[src/rtl/fp_align_pkg.sv]
// Shared types and constants for the parametrised mantissa align/add stage.
package fp_align_pkg;

   // Number of guard/round/sticky bits carried below the mantissa LSB
   localparam int GRS_W = 3;

   // Control states of the align/add sequencer
   typedef enum logic [1:0] {
      IDLE  = 2'd0,
      ALIGN = 2'd1,
      ADD   = 2'd2,
      DONE  = 2'd3
   } fpStateT;

   // Exponent difference at or beyond which every bit of the small operand,
   // including its GRS extension, would be shifted out
   function automatic int farThreshold(input int manW);
      return manW + GRS_W;
   endfunction

endpackage

[src/rtl/fp_sticky_shift.sv]
// Combinational right shift by 0..SHIFT_STEP that folds every bit shifted out
// into the result LSB, so repeated shifts keep an exact sticky bit.
module fp_sticky_shift #(
   parameter int W          = 27,
   parameter int SHIFT_STEP = 4,
   parameter int AMT_W      = $clog2(SHIFT_STEP + 1)
) (
   input  logic [W-1:0]     dataIn,
   input  logic [AMT_W-1:0] amount,
   output logic [W-1:0]     dataOut
);

   logic [W-1:0] lostMask;
   logic         lostAny;

   // Shift right, then OR any discarded bit into the surviving LSB so the
   // sticky information is never lost across several partial shifts
   always_comb begin
      lostMask   = (W'(1) << amount) - W'(1);
      lostAny    = |(dataIn & lostMask);
      dataOut    = dataIn >> amount;
      dataOut[0] = dataOut[0] | lostAny;
   end

endmodule

[src/rtl/fp_align_add_param.sv]
// Mantissa alignment and magnitude add/subtract stage. A captured request is
// ordered (big/small), the small operand is aligned a few bits per cycle with
// sticky preservation, and the un-normalised result is registered for the
// downstream normaliser/rounder.
module fp_align_add_param
   import fp_align_pkg::*;
#(
   parameter int EXP_W      = 8,
   parameter int MAN_W      = 24,
   parameter int SHIFT_STEP = 4
) (
   input  logic             Clk,
   input  logic             Reset_n,
   input  logic             Load,
   input  logic             Op,
   input  logic             S_A,
   input  logic             S_B,
   input  logic [EXP_W-1:0] E_A,
   input  logic [EXP_W-1:0] E_B,
   input  logic [MAN_W-1:0] M_A,
   input  logic [MAN_W-1:0] M_B,
   output logic             Busy,
   output logic             Result_stable,
   output logic             S_Result,
   output logic [EXP_W-1:0] E_Result,
   output logic [MAN_W-1:0] M_Result,
   output logic             Carry,
   output logic [GRS_W-1:0] GRS
);

   localparam int               EXT_W  = MAN_W + GRS_W;
   localparam int               AMT_W  = $clog2(SHIFT_STEP + 1);
   localparam logic [EXP_W-1:0] STEP_E = EXP_W'(SHIFT_STEP);
   localparam logic [EXP_W-1:0] FAR_E  = EXP_W'(farThreshold(MAN_W));

   fpStateT          state, nextState;
   logic             pending, idleLike, acceptLoad, startOp;
   logic             rawSA, rawSB;
   logic [EXP_W-1:0] rawEA, rawEB;
   logic [MAN_W-1:0] rawMA, rawMB;

   logic             aIsBig, ordBigS, ordSmallS;
   logic [EXP_W-1:0] ordBigE, ordDiff;
   logic [MAN_W-1:0] ordBigM, ordSmallM;

   logic             bigS, smallS;
   logic [EXP_W-1:0] bigE, remaining, stepAmt;
   logic [EXT_W-1:0] bigExt, smallExt, shiftedExt, subRes;
   logic [EXT_W:0]   addRes;
   logic [AMT_W-1:0] shiftAmt;
   logic             isFar, effSub;

   fp_sticky_shift #(
      .W          (EXT_W),
      .SHIFT_STEP (SHIFT_STEP),
      .AMT_W      (AMT_W)
   ) u_shift (
      .dataIn  (smallExt),
      .amount  (shiftAmt),
      .dataOut (shiftedExt)
   );

   assign idleLike      = (state == IDLE) || (state == DONE);
   assign acceptLoad    = idleLike && Load && !pending;
   assign startOp       = idleLike && pending;
   assign Busy          = (state == ALIGN) || (state == ADD);
   assign Result_stable = (state == DONE);

   // Order the captured operands so the larger {E, M} is "big"; a full tie
   // keeps A as big, which makes an equal-magnitude subtract come out as zero
   always_comb begin
      aIsBig = {rawEA, rawMA} >= {rawEB, rawMB};
      if (aIsBig) begin
         ordBigS   = rawSA;
         ordSmallS = rawSB;
         ordBigE   = rawEA;
         ordDiff   = rawEA - rawEB;
         ordBigM   = rawMA;
         ordSmallM = rawMB;
      end else begin
         ordBigS   = rawSB;
         ordSmallS = rawSA;
         ordBigE   = rawEB;
         ordDiff   = rawEB - rawEA;
         ordBigM   = rawMB;
         ordSmallM = rawMA;
      end
   end

   // Per-cycle alignment step: at most SHIFT_STEP, never past the remaining
   // distance; a far difference is collapsed to a single sticky-only cycle
   always_comb begin
      isFar    = remaining >= FAR_E;
      stepAmt  = (remaining >= STEP_E) ? STEP_E : remaining;
      shiftAmt = AMT_W'(stepAmt);
   end

   // Magnitude add or subtract on the GRS-extended mantissas
   always_comb begin
      effSub = bigS ^ smallS;
      addRes = {1'b0, bigExt} + {1'b0, smallExt};
      subRes = bigExt - smallExt;
   end

   // Sequencer: a captured request starts on the following cycle, going
   // straight to ADD when exponents already match
   always_comb begin
      nextState = state;
      case (state)
         IDLE, DONE: if (startOp) nextState = (ordDiff == '0) ? ADD : ALIGN;
         ALIGN:      if (isFar || (remaining == stepAmt)) nextState = ADD;
         ADD:        nextState = DONE;
         default:    nextState = IDLE;
      endcase
   end

   // State register
   always_ff @(posedge Clk or negedge Reset_n) begin
      if (!Reset_n) state <= IDLE;
      else          state <= nextState;
   end

   // Request capture; B's sign is stored already flipped for a subtract
   always_ff @(posedge Clk or negedge Reset_n) begin
      if (!Reset_n) begin
         pending <= 1'b0;
         rawSA   <= 1'b0;
         rawSB   <= 1'b0;
         rawEA   <= '0;
         rawEB   <= '0;
         rawMA   <= '0;
         rawMB   <= '0;
      end else begin
         pending <= acceptLoad;
         if (acceptLoad) begin
            rawSA <= S_A;
            rawSB <= S_B ^ Op;
            rawEA <= E_A;
            rawEB <= E_B;
            rawMA <= M_A;
            rawMB <= M_B;
         end
      end
   end

   // Working operands: load the ordered pair, then walk the small mantissa
   // right until the remaining distance is used up
   always_ff @(posedge Clk or negedge Reset_n) begin
      if (!Reset_n) begin
         bigS      <= 1'b0;
         smallS    <= 1'b0;
         bigE      <= '0;
         bigExt    <= '0;
         smallExt  <= '0;
         remaining <= '0;
      end else if (startOp) begin
         bigS      <= ordBigS;
         smallS    <= ordSmallS;
         bigE      <= ordBigE;
         bigExt    <= {ordBigM, {GRS_W{1'b0}}};
         smallExt  <= {ordSmallM, {GRS_W{1'b0}}};
         remaining <= ordDiff;
      end else if (state == ALIGN) begin
         if (isFar) begin
            smallExt  <= EXT_W'(|smallExt);
            remaining <= '0;
         end else begin
            smallExt  <= shiftedExt;
            remaining <= remaining - stepAmt;
         end
      end
   end

   // Result registers load only when leaving ADD and hold until the next one
   always_ff @(posedge Clk or negedge Reset_n) begin
      if (!Reset_n) begin
         S_Result <= 1'b0;
         E_Result <= '0;
         M_Result <= '0;
         Carry    <= 1'b0;
         GRS      <= '0;
      end else if (state == ADD) begin
         E_Result <= bigE;
         if (effSub) begin
            S_Result <= (subRes == '0) ? 1'b0 : bigS;
            M_Result <= subRes[EXT_W-1:GRS_W];
            GRS      <= subRes[GRS_W-1:0];
            Carry    <= 1'b0;
         end else begin
            S_Result <= bigS;
            M_Result <= addRes[EXT_W-1:GRS_W];
            GRS      <= addRes[GRS_W-1:0];
            Carry    <= addRes[EXT_W];
         end
      end
   end

endmodule

[config.mk]
export PLATFORM = sky130hd
export DESIGN_NAME = fp_align_add_param
export DESIGN_NICKNAME = d
export VERILOG_FILES = /design/src/rtl/fp_align_pkg.sv /design/src/rtl/fp_sticky_shift.sv /design/src/rtl/fp_align_add_param.sv
export SDC_FILE = /design/constraint.sdc
export NUM_CORES = 1
export LEC_CHECK = 0
export ABC_AREA = 1
export CAP_MARGIN = 20
export CORE_ASPECT_RATIO = 0.5
export CORE_MARGIN = 8
export CORE_UTILIZATION = 57
export CTS_BUF_LIST = sky130_fd_sc_hd__clkbuf_8 sky130_fd_sc_hd__clkbuf_16
export DETAILED_ROUTE_END_ITERATION = 8
export DONT_BUFFER_PORTS = 1
export PLACE_DENSITY = 0.69
export SYNTH_ARGS = -nofsm -noshare
export SYNTH_HDL_FRONTEND = slang
export SYNTH_SLANG_ARGS = --single-unit
[constraint.sdc]
create_clock -name Clk -period 6.5 [get_ports Clk]
set_clock_uncertainty 0.05 [all_clocks]
set_input_delay 1.3 -clock Clk [delete_from_list [all_inputs] [get_ports Clk]]
set_output_delay 1.3 -clock Clk [all_outputs]
set_load 0.03 [all_outputs]
Word-level counts from Yosys, hierarchy flattened:

Index checks and enable logic that the tools add are counted.

* bits in latches: 0
* ROM bits: 0
* output and inout port bits: 39
* memories: 0
* register bits: 175
* logic and storage cells: 77
* RAM bits: 0

* multiply operators: 0
* shift operators: 2
* add/subtract/negate cells: 6
* muxes and demuxes: 22
* bitwise gates (word level): 4
* $lt $le $gt $ge: 3
* reduce and logical (&&, ||, !) cells: 15
* divide/modulo/power cells: 0
* eq/ne operators: 6

Operators with widths (count)
* 27-bit two-way mux: 3
* 24-bit two-way mux: 3
* 27-bit OR reduction: 2
* 8-bit two-way mux: 6
* 32-bit greater-or-equal comparator: 1
* 27-bit by 27-bit adder with 28-bit output: 1
* 27-bit AND: 1
* 27-bit logical NOT: 1
* 1-bit by 3-bit left shift with 27-bit output (first input constant): 1
* 27-bit by 3-bit right shift with 27-bit output: 1
* 27-bit by 2-bit subtractor with 27-bit output (second input constant): 1
* 27-bit subtractor: 1
* 8-bit subtractor: 3
* 8-bit equality test: 1
* 8-bit by 3-bit greater-or-equal comparator with 1-bit output (second input constant): 1
* 8-bit by 5-bit greater-or-equal comparator with 1-bit output (second input constant): 1
* 8-bit logical NOT: 1
* 2-bit two-way mux: 3
* 2-bit one-hot mux with 3 select lines: 1
* 1-bit two-way mux: 5
* 2-bit equality test (second input constant): 2
* 2-bit inequality test (second input constant): 2
* 1-bit logical AND: 3
* 1-bit logical OR: 3
* 9 further kinds: 10

Depth between registers and ports, before layout:

Gate-level depths: netlist of run 1.

* word-level depth: 10
* depth in mapped cells: 21

By module:

From an unflattened synthesis of run 1, not the netlist that was laid out.

* cells, all modules: 1971
* area, all modules: 13545.5 µm²

Modules (own cells, without submodules)
* fp_align_add_param: area each 12423.2 µm², seq. area each 4379.2 µm², cells each 1726, times used 1
* fp_sticky_shift: area each 1122.3 µm², seq. area each 0.0 µm², cells each 245, times used 1

Worst setup path before layout of run 1:

No wires, ideal clock.

* path kind: input to register
* start point: input port Load
* end point: register rawMA[4]
* data arrival time: 2.185 ns
* buffers on the path: 2
* slack: 4.133 ns
* data required time: 6.318 ns
* cell stages on the path: 5
* path through: nand2_1 > inv_2 > clkbuf_1 > clkbuf_1 > o21ai_0

* word-level cells in the longest chain between the ends: 2

RTL lines
* start: declaration: line fp_align_add_param.sv:14 `input logic Load,`
* 1-bit logical AND (2 in a row): line fp_align_add_param.sv:64 `assign acceptLoad = idleLike && Load && !pending;`
* end signal: assignment: line fp_align_add_param.sv:131 `rawMA <= '0;`
* end signal: assignment: line fp_align_add_param.sv:140 `rawMA <= M_A;`
* end: declaration: line fp_align_add_param.sv:40 `logic [MAN_W-1:0] rawMA, rawMB;`

No other way between the ends.
A chain may end at the register's enable or synchronous reset.

Worst setup path after layout of run 1:

* start point: register rawEA[2]
* end point: register state[0]

* word-level cells in the longest chain between the ends: 6
* elaborated cells between the ends (all ways): 8
* classes of those cells: add/sub: 2; order compare: 1; mux: 4; reduce/logical: 1

RTL lines
* start: declaration: line fp_align_add_param.sv:39 `logic [EXP_W-1:0] rawEA, rawEB;`
* start signal: assignment: line fp_align_add_param.sv:129 `rawEA <= '0;`
* start signal: assignment: line fp_align_add_param.sv:138 `rawEA <= E_A;`
* 32-bit greater-or-equal comparator (tied with other cells): line fp_align_add_param.sv:72 `aIsBig = {rawEA, rawMA} >= {rawEB, rawMB};`
* 8-bit two-way mux (*): line fp_align_add_param.sv:73 `if (aIsBig) begin`
* 8-bit logical NOT (*): line fp_align_add_param.sv:110 `IDLE, DONE: if (startOp) nextState = (ordDiff == '0) ? ADD : ALIGN;`
* 2-bit two-way mux (*) (2 in a row): line fp_align_add_param.sv:110
* 2-bit one-hot mux with 3 select lines (*): line fp_align_add_param.sv:109 `case (state)`
* end signal: assignment: line fp_align_add_param.sv:120 `else state <= nextState;`
* end: declaration: line fp_align_add_param.sv:36 `fpStateT state, nextState;`

Every way passes the cells marked *; elsewhere a longest branch is shown, timed or not. The select of a mux whose other input is x is not followed.

==> results.yml, run 1 <==
synth:
  synthTopCellsByCount: "nand2_1, inv_1, dfrtp_1"
  yosys_warnings: 0
  synth_ff_type: "dfrtp_1"
  synth_edf_count: 0
  yosysTopAreaCellShare: 0.338
  yosysUniqueCellTypes: 50
  syn_inst: 1872
  ys_ff_latch: 175
  async_flop_share: 1.00
  ys_seq_area_frac: 0.338
  yosysMostFrequentCell: "nand2_1"
  synthTopCellsByArea: "dfrtp_1, nand2_1, ha_1, inv_1, o21ai_0"
  yosysTopAreaCell: "dfrtp_1"
  avgSynthCellArea_um2: 6.91
  syn_area_mm2: 0.0129
floorplanning:
  die_h_um: 123
  coreArea_mm2: 0.0225
  start_util: 0.574
  ios: 109
  core.rowCount: 39
  die_x_um: 229
  die_area_mm2: 0.0281
cts:
  cts_resized: 0
  clock-sinks: 175
  cts_setup_buffers: 0
  cts_buffers: 17
  hold_buffers: 0
  cts_root_buf: "clkbuf_16"
  clkTransAtPathRegs_ps: 80
  insertion_delay_ps: 460
  clk_path_buf_depth: 2
  cts_tree: "yes"
  htree_num_levels: 4
grt:
  first_global_vias: 11706
  grtUsageTotal: 0.299
  antenna_found_initial: 0
  grt_max_degree: 176
  grt_overflow_total: 0
  grt_pass1_wl_um: 66000
worst_setup_path:
  r2r_setup_slack_ps: 2670
  r2r-start: "rawEA[2]$_DFFE_PN0P_"
  crit_required_ps: 6800
  worst_path_largest_cell_delay_ps: 710
  crit_slowest_cell: "buf_4"
  path_class: "register to register"
  crit_top_cell: "nand2_1"
  start_kind: "register"
  reg2reg_to: "state[0]$_DFFE_PN0P_"
  critPathCaptureType: "register"
  crit_chain: "inv_1 > ha_1 > nand2_4 > nor2_1 > nand2_2 > nor4_1 > nand2_1 > nand2_2 > buf_4 > inv_2 > nand2_1 > nand2_1 > nor2_1 > nand2_1 > o21ai_1 > nand2_1 > nand2_1 > nand2_1"
  crit_arrival_ps: 4120
  worst_r2r_path_depth: 18
  cp_max_fo: 92
timing:
  worstMarginPinSlew_ps: 929
  final_hold_viol_count: 0
  slew_viol_final: 0
  setup_viol: 0
  grt_setup_unrepaired: "no"
  tns_ps: 0
  relSlewSlack: 0.380
  fmax_mhz: 261
  min_period_over_period: 0.589
  fin_crit_ps: 3830
drt:
  wire_per_inst_um: 19.9
  vias: 12670
  detail-route-antenna-nets: 0
  drt_drc_violations_left: 0
  viasPerCell: 5.92
  dr.pass1.iters: 6
  wl_um: 42500
  dr.first_iter.drc_count: 1403
finish:
  layout-drive-gt1-share: 0.0360
  final_cell_area_mm2: 0.0136
  seq_area_mm2: 0.00438
  antennaDiodeCount: 0
  nets: 1985
  multi_input_area_mm2: 0.00729
  final.fill_count: 2167
  area_growth_pct: 4.94
place:
  detailed_place_hpwl_um: 32700
  port_buffers: 0
  globalplace.congestion: 1.00
  postPlaceCellArea_mm2: 0.0130
status:
  status: "finished clean"
worst_hold_path:
  worstHoldStart: "bigE[6]$_DFFE_PN0P_"
  holdPathEnd: "E_Result[6]$_DFFE_PN0P_"
  hold_path.class: "register to register"
  hold-path-cell-count: 2
job:
  maxCapViolCount: 0
[critical path: cells and delay by family (launching register included)]
family / cells / cell delay (ps)
buffers and inverters: 3 / 1290
and+or+nand+nor: 13 / 1350
DFF: 1 / 390
adders and majority gates: 1 / 470
AOI/OAI and AO/OA: 1 / 170
[cells by family (layout without fill, tap and decap cells)]
| logic type | Yosys count | after routing | synth area share |
|---|---|---|---|
| and+or+nand+nor | 817 | 817 | 0.258 |
| AOI/OAI and AO/OA | 443 | 443 | 0.193 |
| buffers and inverters | 313 | 272 | 0.0985 |
| DFF | 175 | 175 | 0.338 |
| adders and majority gates | 96 | 96 | 0.0946 |
| xor gates and xnor gates | 26 | 26 | 0.0176 |
| other | 2 | 3 | 0.000580 |
[per-layer routing]
layer / vias up / track usage / wire length (µm)
li1: 6049 / - / -
met1: 6000 / 0.425 / 19300
met2: 571 / 0.448 / 18000
met3: 50 / 0.0856 / 4560
met4: 0 / 0.0682 / 711
met5: - / 0 / 0
[state kept, by name (all words and copies together) (netlist names), 24 cells and up]
name / flops
bigExt: 24
rawMB: 24
rawMA: 24
smallExt: 27
M_Result: 24
[worst max-delay path by stage]
stage,startpoint,end,slack [ps],cells past startpoint
2_1_floorplan,Load,rawMA[4]$_DFFE_PN0P_,4130,5
3_3_place_gp,rawEA[3]$_DFFE_PN0P_,state[0]$_DFFE_PN0P_,2880,18
3_5_place_dp,rawEA[3]$_DFFE_PN0P_,state[0]$_DFFE_PN0P_,2760,18
4_1_cts,rawEA[3]$_DFFE_PN0P_,state[0]$_DFFE_PN0P_,2730,18
5_1_grt,rawEA[3]$_DFFE_PN0P_,state[0]$_DFFE_PN0P_,2180,18
6_report,rawEA[2]$_DFFE_PN0P_,state[0]$_DFFE_PN0P_,2670,18
[cell usage in the layout, fill, tap and decap left out, types with 6 or more instances in the layout]
cell type and n:
nor4_1 9, o21bai_1 9, ha_1 93, o21ai_1 59
nor2_1 160, a31oi_1 34, o21ai_0 155, a21oi_1 117
xor2_1 21, o221ai_1 23, o211ai_1 10, buf_4 8
nand4_1 28, dfrtp_1 175, nand3_1 73, o22ai_1 8
or2_2 7, nor3_1 6, inv_1 224, clkbuf_16 17
nand2_1 518
[stage by stage]
step	std cells	utilization	hold WS [ps]	setup slack [ps]
finish	2139	0.602	428	2670
global route	2139	0.602	465	2180
CTS	2139	0.602	430	2730
detailed placement	2107	0.576	412	2760
global placement	2107	0.576	412	2880
floorplan	1873	-	400	4130
[area by class of cell]
cell class,count,share of cell area
sequential,175,0.322
clock buffer,18,0.0323
timing repair buffer,8,0.00442
tap,307,0.0283
inverter,232,0.0641
multi-input combinational,1385,0.537
clock inverter,14,0.0113
Power of run 1 is left out: the tool's default activity adds up to more than one toggle a clock period on the data nets, which glitch-free logic cannot reach.
==> run 2: changes to the inputs <==
--- a/config.mk
+++ b/config.mk
@@ -5,7 +5,7 @@
 export SDC_FILE = /design/constraint.sdc
 export NUM_CORES = 1
 export LEC_CHECK = 0
-export ABC_AREA = 1
+export ABC_AREA = 0
 export CAP_MARGIN = 20
 export CORE_ASPECT_RATIO = 0.5
 export CORE_MARGIN = 8
@@ -13,7 +13,7 @@
 export CTS_BUF_LIST = sky130_fd_sc_hd__clkbuf_8 sky130_fd_sc_hd__clkbuf_16
 export DETAILED_ROUTE_END_ITERATION = 8
 export DONT_BUFFER_PORTS = 1
-export PLACE_DENSITY = 0.69
+export PLACE_DENSITY = 0.72
 export SYNTH_ARGS = -nofsm -noshare
 export SYNTH_HDL_FRONTEND = slang
 export SYNTH_SLANG_ARGS = --single-unit
==> constraint.sdc (replaced) <==
create_clock -name Clk -period 3.3 [get_ports Clk]
set_clock_uncertainty 0.05 [all_clocks]
set_input_delay 0.66 -clock Clk [delete_from_list [all_inputs] [get_ports Clk]]
set_output_delay 0.66 -clock Clk [all_outputs]
set_load 0.03 [all_outputs]
==> run 2 against run 1 <==
  * The run now ends with negative hold slack left
  * Sequential share of layout area decreased by 1.0 points
  * Hold slack got worse by 590 ps
  * Die area decreased by 1.0%
  * Largest cell class unchanged
==> results.yml, run 2 <==
worst_setup_path:
  path_class: "register to register"
  crit_arrival_ps: 3480
  start_kind: "register"
  crit_slowest_cell: "a221o_2"
  r2r-start: "rawMB[17]$_DFFE_PN0P_"
  critPathCaptureType: "register"
  crit_chain: "inv_1 > ha_1 > a21oi_1 > o21ai_1 > a21oi_1 > o211ai_1 > a221o_2 > or4_1 > o211ai_1 > nand4_1 > a2bb2oi_1"
  crit_required_ps: 3580
  critPathLaunch: "rawMB[17]$_DFFE_PN0P_"
  reg2reg_to: "state[0]$_DFFE_PN0P_"
  r2r_setup_slack_ps: 100
  worst_r2r_path_depth: 11
  cp_max_fo: 9
  worst_path_largest_cell_delay_ps: 540
synth:
  synth_compound_area_frac: 0.228
  synthAdderAreaFrac: 0.0957
  yosysTopAreaCell: "dfrtp_1"
  yosysUniqueCellTypes: 92
  syn_inst: 1519
  synthSimpleGateAreaFrac: 0.171
  synth_top_family_by_area: "compound AO/OA/AOI/OAI gates"
  avgSynthCellArea_um2: 8.42
  synth_ff_type: "dfrtp_1"
  synth_edf_count: 0
  async_flop_share: 1.00
  synth_xor_area_frac: 0.0219
  yosysTopAreaCellShare: 0.342
  syn_area_mm2: 0.0128
  synthTopCellsByCount: "dfrtp_1, nor2_1, nand2_1"
  synthMuxAreaShare: 0.0772
  ys_ff_latch: 175
  ys_seq_area_frac: 0.342
  synthTopCellsByArea: "dfrtp_1, ha_1, o21ai_0, a21oi_1, nor2_1"
  yosys_warnings: 0
  yosysMostFrequentCell: "dfrtp_1"
cts:
  clkTransAtPathRegs_ps: 80
  clk_path_buf_depth: 2
  cts_root_buf: "clkbuf_16"
  clock-sinks: 175
  cts_buffers: 17
  htree_num_levels: 4
  cts_tree: "yes"
  insertion_delay_ps: 450
drt:
  dr.first_iter.drc_count: 1305
  vias: 11619
  dr.pass1.iters: 6
  highest_layer: "met5"
  wl_met1_um: 19100
  detail-route-antenna-nets: 0
  drt_drc_violations_left: 0
  wl_met2_um: 17000
  wl_um: 40900
  wire_per_inst_um: 22.2
  viasPerCell: 6.31
  route.met3.wl_um: 4190
floorplanning:
  core.rowCount: 38
  die_x_um: 228
  coreArea_mm2: 0.0218
  die_area_mm2: 0.0278
  start_util: 0.586
  ios: 109
  die_h_um: 122
finish:
  antennaDiodeCount: 0
  layout-drive-gt1-share: 0.136
  final_common_cell: "dfrtp_1"
  seq_area_mm2: 0.00438
  nets: 1695
  final_cells: 1841
  regMostFlops: "smallExt"
  largest_register_ffs: 27
  layout_common_cells: "dfrtp_1, nor2_1, nand2_1, o21ai_0, a21oi_1"
  multi_input_area_mm2: 0.00770
  final_util: 0.643
  final.fill_count: 1870
  area_growth_pct: 9.77
timing:
  hold_ws_ps: -158
  worstMarginPinSlew_ps: 914
  relSlewSlack: 0.386
  fin_crit_ps: 3200
  setup_viol: 0
  final_hold_viol_count: 175
  tns_ps: 0
  fmax_mhz: 313
  slew_viol_final: 0
  min_period_over_period: 0.969
job:
  maxCapViolCount: 0
status:
  violations: "negative hold slack"
  status: "complete, but fails checks"
grt:
  grt_pass1_wl_um: 63500
  first_global_vias: 10946
  antenna_found_initial: 1
  grtUsageTotal: 0.291
  grt_max_degree: 176
  grt_overflow_total: 0
place:
  detailed_place_hpwl_um: 30800
  globalplace.congestion: 0.960
  dp_cells: 1809
  port_buffers: 0
worst_hold_path:
  hold_path.class: "primary input to async pin"
[run 2: repair_timing]
| action | 4_1_cts | 5_1_grt |
|---|---|---|
| pin swaps | 0 | 3 |
| setup buffers | 0 | 1 |
| hold endpoints to repair | 175 | 175 |
| resized for setup | 1 | 21 |
| setup endpoints to repair | 1 | 25 |
[run 2: cell families (layout without fill, tap and decap cells)]
kind of cell | Yosys count | count (layout)
AND/OR/NAND/NOR | 471 | 471
AO/OA/AOI/OAI | 469 | 469
XOR/XNOR | 32 | 32
buffers and inverters | 186 | 207
adder cells (fa/ha/maj) | 96 | 96
multiplexers | 88 | 88
flip-flops | 175 | 175
other | 2 | 3
[run 2: final cells by class]
| cell class | instances | share of cell area |
|---|---|---|
| Tap cell | 300 | 0.0267 |
| Inverter | 97 | 0.0259 |
| Timing Repair Buffer | 79 | 0.0461 |
| Multi-Input combinational cell | 1159 | 0.549 |
| Sequential cell | 175 | 0.312 |
| Clock buffer | 18 | 0.0313 |
| Clock inverter | 13 | 0.00936 |
[run 2: metrics by stage]
step / area, µm² / worst slack (ps)
after floorplan: 12800 / 495
after global placement: 13400 / 44.4
after detailed placement: 13400 / -38.5
after CTS: 14000 / 31.7
after global routing: 14000 / -10.1
final: 14000 / 101
[run 2: how the worst max path moves through the flow]
stage | end | slack (ps) | cells after the start
after CTS | M_Result[19]$_DFFE_PN0P_ | 30 | 12
final | state[0]$_DFFE_PN0P_ | 100 | 11
after detailed placement | state[0]$_DFFE_PN0P_ | -40 | 11
after floorplan | M_Result[23]$_DFFE_PN0P_ | 500 | 11
after global routing | M_Result[17]$_DFFE_PN0P_ | -10 | 12
after global placement | state[0]$_DFFE_PN0P_ | 40 | 10
[run 2: critical path, delay by kind of cell (launching register included)]
| family | cells | cell delay (ps) |
|---|---|---|
| buffers and inverters | 1 | 130 |
| AND/OR/NAND/NOR | 2 | 680 |
| adder cells (fa/ha/maj) | 1 | 270 |
| AO/OA/AOI/OAI | 7 | 1580 |
| flip-flops | 1 | 360 |
[run 2: routing by layer]
metal | up-vias | track usage
met1 | 5622 | 0.429
li1 | 5397 | -
met4 | 2 | 0.0739
met2 | 549 | 0.418
met5 | - | 0
met3 | 49 | 0.0759
Power of run 2 is left out for the same reason.
==> run 3: changes to the inputs <==
--- a/config.mk
+++ b/config.mk
@@ -14,6 +14,7 @@
 export DETAILED_ROUTE_END_ITERATION = 8
 export DONT_BUFFER_PORTS = 1
 export PLACE_DENSITY = 0.72
+export RECOVER_POWER = 50
 export SYNTH_ARGS = -nofsm -noshare
 export SYNTH_HDL_FRONTEND = slang
 export SYNTH_SLANG_ARGS = --single-unit
==> constraint.sdc (replaced) <==
create_clock -name Clk -period 3.3 [get_ports Clk]
set_clock_uncertainty 0.05 [all_clocks]
set_input_delay 0.66 -clock Clk [delete_from_list [all_inputs] [get_ports Clk]]
set_output_delay 0.66 -clock Clk [all_outputs]
set_load 0.005 [all_outputs]
==> run 3 against run 2 <==
  * Sequential cell count unchanged
  * The flow still finishes with violations (negative hold slack)
  * Routed wire length increased by 0.11%
  * Clock-buffer cell count increased by 1
  * Via count increased by 1.0%
  * Non-clock buffer count decreased by 6
  * Highest routed layer unchanged
  * Critical endpoint is now S_Result$_DFFE_PN0P_
  * Utilization decreased by 0.17 points
  * Die area unchanged
==> results.yml, run 3 (same netlist as run 2, synthesis figures left out) <==
status:
  status: "complete, but fails checks"
  violations: "negative hold slack"
finish:
  final_util: 0.642
  final_cell_area_mm2: 0.0140
  final.fill_count: 1827
  largest_register_ffs: 27
  layout-drive-gt1-share: 0.132
  multi_input_area_mm2: 0.00768
  antennaDiodeCount: 0
  regMostFlops: "smallExt"
  area_growth_pct: 9.48
  layout_common_cells: "dfrtp_1, nor2_1, nand2_1, o21ai_0, a21oi_1"
  nets: 1689
  final_common_cell: "dfrtp_1"
  seq_area_mm2: 0.00438
timing:
  hold_ws_ps: -151
  fmax_mhz: 311
  final_hold_viol_count: 175
  slew_viol_final: 0
  relSlewSlack: 0.408
  fin_crit_ps: 3210
  min_period_over_period: 0.974
  fin_ws_ps: 85.2
  worstMarginPinSlew_ps: 881
  setup_viol: 0
  grt_setup_unrepaired: "yes"
  tns_ps: 0
worst_setup_path:
  cp_num_buf_inv: 3
  crit_required_ps: 3580
  crit_top_cell: "inv_1"
  r2r_setup_slack_ps: 90
  crit_chain: "inv_1 > ha_1 > inv_1 > o21ai_0 > a21oi_1 > a311oi_4 > a211o_1 > buf_4 > nor4_2 > a41oi_2 > a211oi_2 > a31oi_1"
  critPathCaptureType: "register"
  crit_slowest_cell: "a21oi_1"
  cp_max_fo: 9
  path_class: "register to register"
  crit_family: "compound AO/OA/AOI/OAI gates"
  crit_arrival_ps: 3490
  start_kind: "register"
  worst_path_largest_cell_delay_ps: 400
place:
  globalplace.congestion: 0.942
  port_buffers: 0
  postPlaceCellArea_mm2: 0.0133
  detailed_place_hpwl_um: 30900
  dp_worst_setup_slack_ps: -67.8
grt:
  first_global_vias: 10811
  antenna_found_initial: 2
  grt_use_met3: 0.0673
  grt_util_met2: 0.412
  grtUsageTotal: 0.290
  grt_overflow_total: 0
  grt_pass1_wl_um: 63300
  use_met1: 0.434
  busiest_layer: "met1"
  grt_max_degree: 176
drt:
  detail-route-antenna-nets: 0
  dr.pass1.iters: 5
  wl_um: 41000
  drt_drc_violations_left: 0
  wire_per_inst_um: 22.3
  dr.first_iter.drc_count: 1316
  viasPerCell: 6.39
  vias: 11740
cts:
  clock-sinks: 175
  cts_root_buf: "clkbuf_16"
  cts_tree: "yes"
  clk_path_buf_depth: 2
  htree_num_levels: 4
  cts_buffers: 17
  insertion_delay_ps: 460
  clkTransAtPathRegs_ps: 80
floorplanning:
  start_util: 0.586
  ios: 109
  coreArea_mm2: 0.0218
  core.rowCount: 38
  die_x_um: 228
  die_h_um: 122
  die_area_mm2: 0.0278
worst_hold_path:
  hold_path.class: "primary input to async pin"
job:
  maxCapViolCount: 0
## run 3: changes by cell type in the layout (fill, tap and decap cells not counted), moves of 2 or more
cell	before	now
o31ai_2	3	0
clkinv_8	1	3
buf_4	74	66
ha_2	4	7
o31ai_1	1	4
ha_1	89	86
## run 3: worst reg2reg max path, delay by kind of cell, from the launching register on
family,cells,cell delay (ps)
compound gates,7,1570
fa+ha+maj,1,380
flops,1,380
buf+inv,3,530
simple gates,1,180
## run 3: layer usage
metal | wire length, µm | vias to the layer above
met1 | 19300 | 5642
met4 | 713 | 6
met3 | 4160 | 73
met2 | 16800 | 621
li1 | - | 5398
met5 | 87 | -
## run 3: worst paths after layout
path | from | to | depth (start not counted)
worst max-delay path | smallExt[12]$_DFFE_PN0P_ | S_Result$_DFFE_PN0P_ | 12
worst min-delay path | Reset_n | M_Result[8]$_DFFE_PN0P_ | 0
worst max register to register | smallExt[12]$_DFFE_PN0P_ | S_Result$_DFFE_PN0P_ | 12
worst min register to register | bigE[4]$_DFFE_PN0P_ | bigE[4]$_DFFE_PN0P_ | 2
max in group asynchronous | Reset_n | smallExt[1]$_DFFE_PN0P_ | 0
min in group Clk | E_A[2] | rawEA[2]$_DFFE_PN0P_ | 2
## run 3: cell type report
class	instances	area share
clock buffer	19	0.0323
clock inverter	13	0.00920
inverter	97	0.0260
multi-input combinational	1159	0.549
sequential	175	0.313
tap	300	0.0268
timing repair buffer	73	0.0441
## run 3: per-stage QoR
| stage | hold WS (ps) | cells |
|---|---|---|
| 4_1_cts | -171 | 1832 |
| 3_3_place_gp | 319 | 1800 |
| 3_5_place_dp | 322 | 1800 |
| 2_1_floorplan | 314 | 1520 |
| 5_1_grt | -171 | 1836 |
| 6_report | -151 | 1836 |
## run 3: what timing repair did
item,4_1_cts,5_1_grt
hold endpoints to repair,175,175
pin swaps,0,8
endpoints found under the setup margin,2,26
gates resized for setup,1,18
buffers inserted,0,4
Power of run 3 is left out for the same reason.
